File: config.mk
export PLATFORM = sky130hd
export DESIGN_NAME = rom_fetch_ctrl
export DESIGN_NICKNAME = d
export VERILOG_FILES = /design/src/rtl/rom_fetch_ctrl_pkg.sv /design/src/rtl/rom_fetch_ctrl_pc_counter.sv /design/src/rtl/rom_fetch_ctrl.sv
export SDC_FILE = /design/constraint.sdc
export NUM_CORES = 1
export LEC_CHECK = 0
export BUFFER_PORTS_ARGS = -buffer_cell sky130_fd_sc_hd__buf_2
export CAP_MARGIN = 20
export CORE_MARGIN = 3
export CORE_UTILIZATION = 56
export CTS_BUF_LIST = sky130_fd_sc_hd__clkbuf_8
export DETAILED_ROUTE_END_ITERATION = 8
export HOLD_SLACK_MARGIN = 0.03
export PLACE_DENSITY = 0.88
export SLEW_MARGIN = 0
export SYNTH_ARGS = -nofsm -noshare
export SYNTH_HDL_FRONTEND = slang
export SYNTH_SLANG_ARGS = --single-unit
File: constraint.sdc
create_clock -name clk -period 4.88 [get_ports clk]
set_input_delay 0.976 -clock clk [delete_from_list [all_inputs] [get_ports clk]]
set_output_delay 0.976 -clock clk [all_outputs]
set_load 0.03 [all_outputs]
File: src/rtl/rom_fetch_ctrl_pkg.sv
// ---------------------------------------------------------------------------
// rom_fetch_ctrl_pkg
// Definitions shared by the ROM fetch controller:
//   FETCH_ADDR_W - default ROM address width (4K words)
//   ST_*         - controller state encodings
// ---------------------------------------------------------------------------
package rom_fetch_ctrl_pkg;

    localparam int unsigned FETCH_ADDR_W = 12;

    localparam logic [1:0] ST_IDLE  = 2'd0;
    localparam logic [1:0] ST_FETCH = 2'd1;
    localparam logic [1:0] ST_HOLD  = 2'd2;
    localparam logic [1:0] ST_DONE  = 2'd3;

endpackage

File: src/rtl/rom_fetch_ctrl_pc_counter.sv
// ---------------------------------------------------------------------------
// pc_counter
// Program counter with load and increment controls. Load wins over
// increment. The increment wraps modulo 2^ADDR_W.
// Ports:
//   clk      - rising-edge clock
//   reset    - asynchronous active-low reset, clears the counter
//   load     - load strobe, pc <= load_val
//   load_val - value to load
//   inc      - increment strobe, pc <= pc + 1
//   pc       - current counter value
// ---------------------------------------------------------------------------
module pc_counter #(
    parameter int ADDR_W = 12
) (
    input  logic              clk,
    input  logic              reset,
    input  logic              load,
    input  logic [ADDR_W-1:0] load_val,
    input  logic              inc,
    output logic [ADDR_W-1:0] pc
);

    logic [ADDR_W-1:0] pc_reg;

    always_ff @(posedge clk or negedge reset) begin
        if (!reset) begin
            pc_reg <= '0;
        end else if (load) begin
            pc_reg <= load_val;
        end else if (inc) begin
            pc_reg <= pc_reg + ADDR_W'(1);
        end
    end

    assign pc = pc_reg;

endmodule

File: src/rtl/rom_fetch_ctrl.sv
// ---------------------------------------------------------------------------
// rom_fetch_ctrl
// Fetches 8-bit words from an external combinational ROM and hands them to a
// consumer over a valid/ready handshake, split into a 4-bit instruction and
// a 4-bit operand. One word per two cycles when the consumer is always ready.
// Ports:
//   clk        - rising-edge clock
//   reset      - asynchronous active-low reset
//   enable     - run request; fetching proceeds while high
//   load       - PC load strobe (honoured in IDLE and DONE only)
//   load_addr  - value loaded into the PC
//   rom_addr   - ROM address, always equal to the PC
//   rom_data   - ROM word for rom_addr, same cycle
//   out_valid  - fetched word available
//   out_ready  - consumer accepts the word
//   instr      - upper nibble of the fetched word
//   oprnd      - lower nibble of the fetched word
//   done       - high while parked at the end of the program region
// ---------------------------------------------------------------------------
module rom_fetch_ctrl
    import rom_fetch_ctrl_pkg::*;
#(
    parameter int                ADDR_W   = FETCH_ADDR_W,
    parameter logic [ADDR_W-1:0] END_ADDR = {ADDR_W{1'b1}},
    parameter bit                WRAP     = 1'b1
) (
    input  logic              clk,
    input  logic              reset,
    input  logic              enable,
    input  logic              load,
    input  logic [ADDR_W-1:0] load_addr,
    output logic [ADDR_W-1:0] rom_addr,
    input  logic [7:0]        rom_data,
    output logic              out_valid,
    input  logic              out_ready,
    output logic [3:0]        instr,
    output logic [3:0]        oprnd,
    output logic              done
);

    logic [1:0]        state_reg, state_next;
    logic              end_reached_reg;
    logic              out_valid_reg;
    logic [3:0]        instr_reg;
    logic [3:0]        oprnd_reg;

    logic              pc_load;
    logic [ADDR_W-1:0] pc_load_val;
    logic              pc_inc;
    logic [ADDR_W-1:0] pc;

    pc_counter #(
        .ADDR_W(ADDR_W)
    ) u_pc (
        .clk      (clk),
        .reset    (reset),
        .load     (pc_load),
        .load_val (pc_load_val),
        .inc      (pc_inc),
        .pc       (pc)
    );

    // Next state and PC controls.
    always_comb begin
        state_next  = state_reg;
        pc_load     = 1'b0;
        pc_load_val = load_addr;
        pc_inc      = 1'b0;
        case (state_reg)
            ST_IDLE: begin
                if (load) begin
                    pc_load = 1'b1;
                end else if (enable) begin
                    state_next = ST_FETCH;
                end
            end
            ST_FETCH: begin
                // The fetch always completes, even if enable has dropped.
                state_next = ST_HOLD;
                if (pc != END_ADDR) begin
                    pc_inc = 1'b1;
                end else if (WRAP) begin
                    pc_load     = 1'b1;
                    pc_load_val = '0;
                end
                // Without WRAP the PC parks on END_ADDR.
            end
            ST_HOLD: begin
                if (out_ready) begin
                    if (end_reached_reg) begin
                        state_next = ST_DONE;
                    end else if (enable) begin
                        state_next = ST_FETCH;
                    end else begin
                        state_next = ST_IDLE;
                    end
                end
            end
            ST_DONE: begin
                if (load) begin
                    pc_load    = 1'b1;
                    state_next = ST_IDLE;
                end
            end
            default: state_next = ST_IDLE;
        endcase
    end

    always_ff @(posedge clk or negedge reset) begin
        if (!reset) begin
            state_reg       <= ST_IDLE;
            end_reached_reg <= 1'b0;
            out_valid_reg   <= 1'b0;
            instr_reg       <= '0;
            oprnd_reg       <= '0;
        end else begin
            state_reg <= state_next;
            case (state_reg)
                ST_FETCH: begin
                    out_valid_reg <= 1'b1;
                    instr_reg     <= rom_data[7:4];
                    oprnd_reg     <= rom_data[3:0];
                    if ((pc == END_ADDR) && !WRAP) begin
                        end_reached_reg <= 1'b1;
                    end
                end
                ST_HOLD: begin
                    if (out_ready) begin
                        out_valid_reg <= 1'b0;
                    end
                end
                ST_DONE: begin
                    if (load) begin
                        end_reached_reg <= 1'b0;
                    end
                end
                default: ;
            endcase
        end
    end

    assign rom_addr  = pc;
    assign out_valid = out_valid_reg;
    assign instr     = instr_reg;
    assign oprnd     = oprnd_reg;
    assign done      = (state_reg == ST_DONE);

endmodule

==> key figures <==
Clock network
  – Setup Fix Bufs, Post-CTS: 0
  – CTS H-tree depth: 1
  – Cts hold-fix bufs: 0
  – Clock tree buffer depth: 2
  – Clock-pin slew of the registers on the worst-case setup and hold paths: 80 ps
  – CTS tree: built
  – Post-CTS sizing: 0
  – CTS Root Buffer Type: clkbuf_8
  – Total CTS buffers: 3
  – Clk_lat worst skew: 260 ps
  – Number of clock sinks: 23

Global route
  – GRT overflow: 0
  – Vias in the first global route: 1423
  – Global Route Usage Sum: 22.98%
  – Global-route wire length before repair: 6.141 mm
  – Largest net degree at the start of global routing: 24
  – Initial antenna violation count: 0

STA
  – Final worst slack: 1763 ps
  – Final Max Tran Viols: 0
  – Final setup TNS: 0 ps
  – Skew final: 1.750 ps
  – Setup violators final: 0
  – Worst rel slew slack: 27.52%
  – Final Hold Violating Endpoints: 0
  – Period utilisation layout: 63.87%
  – Slew @ Worst Pin: 1075 ps
  – Fmax: 320.8 MHz
  – RSZ-0062 raised after global routing: false
  – Final min period: 3117 ps

Hold path
  – HP Class: flip-flop to flip-flop
  – Hold path depth: 1
  – Min-delay src: oprnd[1]
  – WHS Endpoint: oprnd[1]

Detailed routing
  – DR vias: 1415
  – Wirelength, routed: 3.608 mm
  – Vias/cell: 6.461
  – DRT Pass-1 Iters: 5
  – DRC Markers: 0
  – ANT nets after route: 0
  – Initial DRC Count: 83
  – DR WL/cell: 16.47 µm

Die
  – Die width: 57.13 µm
  – IO Pins: 47
  – Die Ht: 57.13 µm
  – Core area: 2340 µm²
  – Die footprint: 3264 µm²
  – # rows: 17
  – Starting Density: 62.57%

Setup path
  – Worst Setup Start Kind: flip-flop
  – Arr. time, crit path: 3270 ps
  – Critical Path Fanout Max: 17
  – Reg2reg setup slack: 1760 ps
  – R2R Path End: u_pc.pc[11]
  – Worst reg-to-reg path cell count: 6
  – Critical path endpoint category: flip-flop
  – WS Path Type: flip-flop to flip-flop
  – Required @ worst endpoint: 5040 ps
  – Crit Reg-Reg Startpoint: state_reg[1]

Synthesis
  – Asr flop ratio synth: 100.0%
  – Most used DFF post-synth: dfrtp_1
  – Yosys warnings: 0
  – Cells after synthesis: 147
  – Leading area contributor after synthesis: dfrtp_1
  – Avg Cell Area, Syn: 9.959 µm²
  – Synth cell types: 46
  – Share of the synthesized area in the top cell type: 39.32%
  – Sequential area share after synthesis: 39.32%
  – Area contributors post-synth: dfrtp_1, ha_1, mux2_2
  – Post-synthesis sequential element count: 23
  – Cell area after synthesis: 1464 µm²
  – Post-synth EDFFs: 0
  – Syn nets: 180

Pwr
  – Pwr Density: 733.6 nW/µm²
  – Static leakage: 0.7804 nW
  – VDD IR max: 0.5081 mV

Placement
  – Hpwl dp: 2.719 mm
  – Port Buffer Count: 46
  – Place WS: 1815 ps
  – GPL Wtd Cong: 0.9115

Cells and area
  – Nets: 225
  – Max reg flops: 12
  – Layout area overhead: 18.72%
  – Share of cells above drive strength 1: 35.60%
  – Commonest non-fill, non-tap cells in the layout: buf_2, dfrtp_1, nor2_1, o21ai_0
  – Diode count: 0
  – Most common cell after layout, fill and taps aside: buf_2
  – Final core utilization: 74.28%

Status
  – Status: finished clean

Flow run
  – Max_cap viols: 0
critical path, stage by stage (launching register included):
cell and delay (ps):
dfrtp_1 430, inv_1 160, ha_1 620, nand4_2 250, o41ai_2 1010, o211ai_1 210
a211o_1 330
power by group:
| part | internal (mW) | switching, mW | total (mW) |
|---|---|---|---|
| clock network | 0.0578 | 0.0633 | 0.121 |
| registers | 0.288 | 0.109 | 0.397 |
| logic | 0.264 | 0.494 | 0.757 |
cells by family (layout without fill, tap and decap cells):
kind of cell / count (synthesis) / count (layout) / share of synthesized area [%]
adders and majority gates: 8 / 8 / 6.838
and+or+nand+nor: 52 / 52 / 21.11
xor gates and xnor gates: 1 / 1 / 0.5984
DFF: 23 / 23 / 39.32
muxes: 8 / 8 / 6.154
AOI/OAI and AO/OA: 41 / 41 / 21.20
buffers and inverters: 14 / 58 / 4.786
layer usage:
metal / global-route usage, % / up-vias / share of wire, %
met5: 0 / - / 0
met4: 7.616 / 0 / 0.89
met3: 5.656 / 6 / 9.1
met2: 40.95 / 79 / 52
met1: 26.85 / 675 / 38
li1: - / 655 / -
cell usage after synthesis (3+ instances only):
cell type	n
o31ai_1	3
inv_1	8
nor4_1	6
o21ai_0	9
ha_1	8
nand2_1	6
and4_1	3
a31oi_1	3
nand4_1	5
dfrtp_1	23
a21oi_1	7
nor2_1	9
nor3_1	5
mux2_2	8
nand3_1	6
worst max path at each step:
stage                 start     endpoint  cells past startpoint
2_1_floorplan          load  u_pc.pc[11]                      4
3_3_place_gp   state_reg[1]  u_pc.pc[11]                      6
3_5_place_dp   state_reg[1]  u_pc.pc[11]                      6
4_1_cts        state_reg[1]  u_pc.pc[11]                      6
5_1_grt        state_reg[1]  u_pc.pc[11]                      6
6_report       state_reg[1]  u_pc.pc[11]                      6
metrics by stage:
stage / power [mW] / hold WS, ps / instance area, µm² / cells
4_1_cts: 1.271 / 510.4 / 1738 / 219
3_5_place_dp: 1.146 / 491.3 / 1689 / 215
5_1_grt: 1.365 / 534.9 / 1738 / 219
3_3_place_gp: 1.115 / 485.0 / 1689 / 215
2_1_floorplan: 0.9497 / 576.2 / 1464 / 147
6_report: 1.275 / 505.8 / 1738 / 219
layout make-up:
class,instances,area [µm²]
clock buffers,3,41.29
repair buffers,46,230.2
inverters,8,30.03
fillers,171,601.8
clock inverters,1,7.507
well taps,28,35.03
flip-flops and latches,23,575.6
multi-input cells,110,818.3
No activity file was read; power rests on OpenSTA's default activity.
